$ cat config.mk
export PLATFORM = sky130hd
export DESIGN_NAME = marquee_scroller
export DESIGN_NICKNAME = d
export VERILOG_FILES = /design/src/rtl/marquee_scroller.sv
export SDC_FILE = /design/constraint.sdc
export NUM_CORES = 1
export LEC_CHECK = 0
export BUFFER_PORTS_ARGS = -buffer_cell sky130_fd_sc_hd__buf_2
export CAP_MARGIN = 40
export CORE_MARGIN = 10
export CORE_UTILIZATION = 40
export DETAILED_ROUTE_END_ITERATION = 10
export GPL_TIMING_DRIVEN = 0
export SYNTH_ARGS = -nofsm -noshare
export SYNTH_HDL_FRONTEND = slang
export SYNTH_SLANG_ARGS = --single-unit
$ cat constraint.sdc
create_clock -name clk -period 6.38 [get_ports clk]
set_input_delay 0.319 -clock clk [delete_from_list [all_inputs] [get_ports clk]]
set_output_delay 0.319 -clock clk [all_outputs]
set_load 0.01 [all_outputs]
$ cat src/rtl/marquee_scroller.sv
// marquee_scroller
//   Animation stage for an 8-digit common-anode 7-segment display. A fixed message
//   ROM is scrolled through an N_DIG-character window at a programmable step rate.
//   Each new frame is presented together with a one-cycle strobe for the
//   downstream anode-scan driver.
//
// Ports
//   clk        system clock
//   rst        asynchronous, active-high reset
//   enable     1 = scrolling runs; 0 = prescaler, divider, pos and frame hold
//   dir        0 = text moves left (pos+1), 1 = text moves right (pos-1)
//   speed_sel  step rate = STEP_HZ / 2**speed_sel (applied at the next divider wrap)
//   restart    synchronous pulse: pos to 0, counters cleared, frame reloaded
//   frame      frame[7k+6:7k] = active-low abcdefg pattern for digit k (k=0 is AN0)
//   frame_stb  high for the one cycle in which a new frame first appears
//   pos        message index shown on the leftmost digit (AN7)
//
// Build option
//   SCROLL_BLINK_EN: after a step that wraps pos to 0 (moving left), the next two
//   steps show blank frames with pos held at 0; scrolling resumes on the third.

module marquee_scroller #(
    parameter int CLK_HZ  = 100_000_000,
    parameter int STEP_HZ = 4,
    parameter int MSG_LEN = 16,
    parameter int N_DIG   = 8
) (
    input  logic               clk,
    input  logic               rst,
    input  logic               enable,
    input  logic               dir,
    input  logic [1:0]         speed_sel,
    input  logic               restart,
    output logic [7*N_DIG-1:0] frame,
    output logic               frame_stb,
    output logic [4:0]         pos
);

    localparam int PRESC_MAX = CLK_HZ / STEP_HZ - 1;
    localparam int PW        = (PRESC_MAX > 0) ? $clog2(PRESC_MAX + 1) : 1;
    localparam logic [PW-1:0] PRESC_TOP = PW'(PRESC_MAX);
    localparam logic [4:0]    LAST_POS  = 5'(MSG_LEN - 1);

    // Message ROM: "HOLA-FPGA" padded with blanks up to MSG_LEN.
    function automatic logic [7:0] msg_char(input logic [5:0] idx);
        logic [7:0] c;
        case (idx)
            6'd0:    c = "H";
            6'd1:    c = "O";
            6'd2:    c = "L";
            6'd3:    c = "A";
            6'd4:    c = "-";
            6'd5:    c = "F";
            6'd6:    c = "P";
            6'd7:    c = "G";
            6'd8:    c = "A";
            default: c = " ";
        endcase
        return c;
    endfunction

    // Character code to active-low abcdefg; anything unknown is blank.
    function automatic logic [6:0] seg_decode(input logic [7:0] c);
        logic [6:0] s;
        case (c)
            "0":     s = 7'b0000001;
            "1":     s = 7'b1001111;
            "2":     s = 7'b0010010;
            "3":     s = 7'b0000110;
            "4":     s = 7'b1001100;
            "5":     s = 7'b0100100;
            "6":     s = 7'b0100000;
            "7":     s = 7'b0001111;
            "8":     s = 7'b0000000;
            "9":     s = 7'b0000100;
            "A":     s = 7'b0001000;
            "C":     s = 7'b0110001;
            "E":     s = 7'b0110000;
            "F":     s = 7'b0111000;
            "G":     s = 7'b0100001;
            "H":     s = 7'b1001000;
            "L":     s = 7'b1110001;
            "O":     s = 7'b0000001;
            "P":     s = 7'b0011000;
            "U":     s = 7'b1000001;
            "-":     s = 7'b1111110;
            default: s = 7'b1111111;
        endcase
        return s;
    endfunction

    logic [PW-1:0] presc_q;
    logic [2:0]    div_q;
    logic [2:0]    lim_q;     // divider terminal count latched at each wrap
    logic          init_q;
    logic [4:0]    pos_q;

    logic          base_tick;
    logic          step;
    logic          load;
    logic [2:0]    sel_lim;
    logic [4:0]    pos_step;
    logic [4:0]    pos_next;
    logic [7*N_DIG-1:0] win_next;
    logic [5:0]    idx;

    assign pos       = pos_q;
    assign base_tick = enable && (presc_q == PRESC_TOP);
    assign step      = base_tick && (div_q == lim_q);
    assign load      = init_q || restart;
    assign sel_lim   = 3'((4'd1 << speed_sel) - 4'd1);

    always_comb begin
        pos_step = pos_q;
        if (dir) begin
            pos_step = (pos_q == 5'd0) ? LAST_POS : pos_q - 5'd1;
        end else begin
            pos_step = (pos_q == LAST_POS) ? 5'd0 : pos_q + 5'd1;
        end
    end

    assign pos_next = load ? 5'd0 : pos_step;

    // Window for the position that becomes visible on this edge, so pos and
    // frame always change together.
    always_comb begin
        win_next = '1;
        idx      = '0;
        for (int k = 0; k < N_DIG; k++) begin
            idx = 6'(pos_next) + 6'(N_DIG - 1 - k);
            if (idx >= 6'(MSG_LEN)) begin
                idx = idx - 6'(MSG_LEN);
            end
            win_next[7*k +: 7] = seg_decode(msg_char(idx));
        end
    end

`ifdef SCROLL_BLINK_EN
    logic [1:0] blink_q;   // remaining blank steps after a wrap to 0
    logic       wrap;

    assign wrap = !dir && (pos_q == LAST_POS);

    always_ff @(posedge clk or posedge rst) begin
        if (rst) begin
            blink_q <= 2'd0;
        end else if (load) begin
            blink_q <= 2'd0;
        end else if (step) begin
            if (blink_q != 2'd0) begin
                blink_q <= blink_q - 2'd1;
            end else if (wrap) begin
                blink_q <= 2'd2;
            end
        end
    end
`endif

    always_ff @(posedge clk or posedge rst) begin
        if (rst) begin
            presc_q   <= '0;
            div_q     <= 3'd0;
            lim_q     <= 3'd0;
            init_q    <= 1'b1;
            pos_q     <= 5'd0;
            frame     <= '1;
            frame_stb <= 1'b0;
        end else begin
            frame_stb <= 1'b0;
            if (load) begin
                presc_q   <= '0;
                div_q     <= 3'd0;
                lim_q     <= sel_lim;
                init_q    <= 1'b0;
                pos_q     <= 5'd0;
                frame     <= win_next;
                frame_stb <= 1'b1;
            end else if (enable) begin
                presc_q <= base_tick ? '0 : presc_q + PW'(1);
                if (base_tick) begin
                    if (div_q == lim_q) begin
                        div_q <= 3'd0;
                        lim_q <= sel_lim;
                    end else begin
                        div_q <= div_q + 3'd1;
                    end
                end
                if (step) begin
                    frame_stb <= 1'b1;
`ifdef SCROLL_BLINK_EN
                    if (blink_q != 2'd0) begin
                        frame <= '1;
                    end else begin
                        pos_q <= pos_next;
                        frame <= win_next;
                    end
`else
                    pos_q <= pos_next;
                    frame <= win_next;
`endif
                end
            end
        end
    end

endmodule
==> reports/summary.json <==
{
  "outcome": {
    "run_status": "finished, final reports clean"
  },
  "critical_path": {
    "cp_slowest_cell": "sky130_fd_sc_hd__clkbuf_1",
    "critical_path.top_delay_family": "buffers and inverters",
    "maximum_fanout_count_along_the_critical_path": 13,
    "path_cells": "buf_2, inv_1, ha_1, or4b_1, buf_2, a21oi_4, buf_4, nand2_4, clkbuf_1, ha_1, clkbuf_1, clkinv_1, nor2_1, nor2_1, a221oi_2, a21oi_1, nor3_1, a31oi_1, and3_1, nand2b_1, o32a_1",
    "endpoint_kind": "register",
    "timing.rr.start": "pos[0]$_DFFE_PP0P_",
    "r2r_setup_slack_ns": 0.25,
    "r2r.worst_path.cells": 21,
    "rr_endpoint": "frame[37]$_DFFE_PP1P_",
    "cp_slowest_stage_delay_ns": 0.57,
    "critical_path_rt_ns": 6.68,
    "critical_path.n_buffers_inverters": 7,
    "arrival_ns": 6.42,
    "worstSetupPathType": "register to register",
    "critPathLaunchType": "register",
    "critical_path.startpoint": "pos[0]$_DFFE_PP0P_"
  },
  "die": {
    "die-area_mm2": 0.0294,
    "io_pins": 69,
    "die_width_um": 171,
    "fp-row-count": 55,
    "initial_utilization": 0.406,
    "core_area_mm2": 0.0226,
    "floorplan.die.height_um": 171
  },
  "cts": {
    "root_buffer": "sky130_fd_sc_hd__clkbuf_16",
    "cts_setup_buffers": 0,
    "cts.htree.levels": 3,
    "numClockSinks": 94,
    "post_cts_hold_buffer_count": 0,
    "tritoncts": "built",
    "clockBufferDepth": 2,
    "cts.clk_slew.worst_paths_ns": 0.08,
    "cts-buffers-inserted": 9,
    "clk_latency_ns": 0.37
  },
  "timing": {
    "fin_tns_setup_ns": 0,
    "max_slew_margin": 0.403,
    "finalHoldWorstSlack_ns": 0.183,
    "clock-skew-final_ns": 0.0126,
    "rsz0062_at_grt": "no",
    "final_worst_path_period_need_ns": 6.13,
    "finalMaxSlewViolations": 0,
    "highest_achievable_clock_rate_mhz": 163,
    "timing.final.hold_violations": 0,
    "finalSetupViolations": 0,
    "final_min_period_over_clock_period": 0.960,
    "postLayoutSetupSlackWorst_ns": 0.253,
    "max_slew.worst_pin.slew_ns": 0.895
  },
  "power_and_ir_drop": {
    "powerDensity_mw_per_mm2": 287,
    "pwr-share-seq": 0.317,
    "power.share.clock": 0.192,
    "power.net_switching_w": 0.00129,
    "combPwrFrac": 0.490,
    "cellInternalPower_w": 0.00166,
    "swShare": 0.438,
    "power.ir.vdd_worst_v": 0.000138,
    "power_leakage_nw": 3.82
  },
  "synth": {
    "ys_seq_elements": 94,
    "postSynth.topFlopCell": "sky130_fd_sc_hd__dfstp_2",
    "number_of_synthesized_flops_with_an_enable_pin": 0,
    "synth_top_area_frac": 0.163,
    "async_reset_ff_frac": 1.00,
    "synth-seq-area-share": 0.264,
    "yosys-mux-area-fraction": 0.0248,
    "syn_avg_cell_area_um2": 7.74,
    "combinational_family_with_the_most_area_after_synthesis": "compound AO/OA/AOI/OAI gates",
    "synth_warnings": 0,
    "netlist_instances": 1184,
    "netlist_area_mm2": 0.00917,
    "synthAdderAreaFrac": 0.0368,
    "netlist-cell-type-count": 111,
    "synth.area.top_cells": "sky130_fd_sc_hd__dfstp_2, sky130_fd_sc_hd__dfrtp_1, sky130_fd_sc_hd__nor2_1, sky130_fd_sc_hd__nand2_1, sky130_fd_sc_hd__a21oi_1",
    "synth_xor_xnor_area_share": 0.0344,
    "syn_nets": 1218,
    "post_synth_and_or_nand_nor_area_fraction": 0.284,
    "yosys.area.top_type": "sky130_fd_sc_hd__dfstp_2",
    "synth_compound_gate_area_share": 0.309
  },
  "cells_and_area": {
    "synthToLayoutAreaGrowth_pct": 12.2,
    "layout_commonest_cell": "sky130_fd_sc_hd__nor2_1",
    "finalCoreUtilization": 0.456,
    "fillers": 2307,
    "ant_cells": 0,
    "final_net_count": 1302,
    "final_layout_size_suffix_gt1_frac": 0.191,
    "layout.cells.most_common_list": "sky130_fd_sc_hd__nor2_1, sky130_fd_sc_hd__nand2_1, sky130_fd_sc_hd__buf_2"
  },
  "grt": {
    "grt_util_all_layers": 0.226,
    "gr-total-overflow": 0,
    "grt_use_met2": 0.335,
    "routing_layer_with_the_top_usage_in_global_route": "met2",
    "antenna_found_initial": 0,
    "grt_start_max_net_pins": 58,
    "wire_length_of_the_first_global_routing_pass_mm": 53.1,
    "grt_pass1_vias": 9588,
    "gr-usage-met1": 0.301,
    "grtUsageMet3": 0.0445
  },
  "route": {
    "detail_route.iter0.violations": 1162,
    "via_count": 10158,
    "drt-pass1-iter-count": 6,
    "total_drc_errors_in_the_routed_layout": 0,
    "route.detailed.vias_per_inst": 6.52,
    "wl_per_cell_um": 21.7,
    "drt-total-wl_mm": 33.9,
    "antenna_violating_nets_post_route": 0
  },
  "min_path": {
    "timing.hold.worst_path_depth": 3,
    "hold_sp": "speed_sel[1]",
    "hold_path.class": "input pin to register",
    "min_to": "lim_q[1]$_DFFE_PP0P_"
  },
  "placed_design": {
    "dp_worst_setup_slack_ns": -0.0548,
    "port_buffers": 67,
    "hpwl_mm": 25.5,
    "globalplace.congestion": 0.970
  },
  "flow_run": {
    "max_cap_violations": 0
  }
}
==> synth_stat cells, drive strengths merged, types with 23 or more instances <==
master / number
nand4: 26
o21ai: 83
dfstp: 57
nor3: 50
a21oi: 73
a31oi: 31
buf: 28
dfrtp: 37
clkbuf: 41
nor2: 148
nand2: 133
inv: 24
ha: 27
xnor2: 23
nand3: 47
==> metrics by stage <==
step	power (W)	instance area [um^2]	instances
global route	0.00315	10300	1558
global placement	0.00236	9860	1536
finish	0.00296	10300	1558
floorplan	0.00191	9170	1184
detailed placement	0.00237	9940	1542
CTS	0.00295	10200	1558
==> cell type report <==
type	count	area (um^2)	share of cell area
sequential	94	2420	0.236
tap	285	357	0.0347
clock inverter	7	80.1	0.00778
multi-input combinational	995	6360	0.618
timing repair buffer	73	412	0.0400
inverter	26	103	0.00997
clock buffer	9	225	0.0219
buffer	69	334	0.0325
==> flip-flops by register name (all words and copies together), names as in the netlist <==
signal / count
presc_q: 25
init_q: 1
pos: 5
lim_q: 3
frame: 56
div_q: 3
frame_stb: 1
==> what timing repair did <==
action | CTS | global route
setup endpoints to repair | 5 | 29
gates resized for setup | 1 | 16
pin swaps | 0 | 0
==> logic make-up after synthesis <==
logic type / count (synthesis)
compound gates: 390
xor+xnor: 36
fa+ha+maj: 27
buf+inv: 95
flops: 94
mux: 20
other cells: 1
simple gates: 521
==> metal layers <==
layer | wire (um) | vias up
met5 | 0 | -
met4 | 1960 | 0
met3 | 2950 | 124
met2 | 14200 | 581
met1 | 14700 | 4791
li1 | - | 4662
==> worst register-to-register path: stages, from the launching register on <==
cell	delay, ns
sky130_fd_sc_hd__dfrtp_1	0.45
sky130_fd_sc_hd__buf_2	0.28
sky130_fd_sc_hd__inv_1	0.09
sky130_fd_sc_hd__ha_1	0.24
sky130_fd_sc_hd__or4b_1	0.17
sky130_fd_sc_hd__buf_2	0.22
sky130_fd_sc_hd__a21oi_4	0.11
sky130_fd_sc_hd__buf_4	0.20
sky130_fd_sc_hd__nand2_4	0.17
sky130_fd_sc_hd__clkbuf_1	0.57
sky130_fd_sc_hd__ha_1	0.25
sky130_fd_sc_hd__clkbuf_1	0.32
sky130_fd_sc_hd__clkinv_1	0.45
sky130_fd_sc_hd__nor2_1	0.55
sky130_fd_sc_hd__nor2_1	0.11
sky130_fd_sc_hd__a221oi_2	0.38
sky130_fd_sc_hd__a21oi_1	0.12
sky130_fd_sc_hd__nor3_1	0.40
sky130_fd_sc_hd__a31oi_1	0.23
sky130_fd_sc_hd__and3_1	0.25
sky130_fd_sc_hd__nand2b_1	0.19
sky130_fd_sc_hd__o32a_1	0.34
==> worst max path at each step <==
stage | endpoint | cells after the start | slack, ns
2_1_floorplan | frame[5]$_DFFE_PP1P_ | 20 | 1.29
3_3_place_gp | frame[16]$_DFFE_PP1P_ | 24 | -0.12
3_5_place_dp | frame[15]$_DFFE_PP1P_ | 24 | -0.05
4_1_cts | frame[19]$_DFFE_PP1P_ | 24 | 0.13
5_1_grt | frame[29]$_DFFE_PP1P_ | 17 | 0.05
6_report | frame[37]$_DFFE_PP1P_ | 21 | 0.25
==> power groups by stage <==
| stage | logic [W] | registers (W) | clock network (W) |
|---|---|---|---|
| after floorplan | 0.000877 | 0.00103 | 0 |
| after global placement | 0.00141 | 0.000948 | 0 |
| after detailed placement | 0.00142 | 0.000952 | 0 |
| after CTS | 0.00143 | 0.000942 | 0.000581 |
| after global routing | 0.00158 | 0.000965 | 0.000610 |
| final | 0.00145 | 0.000939 | 0.000569 |
(Power assumes the default switching activity.)
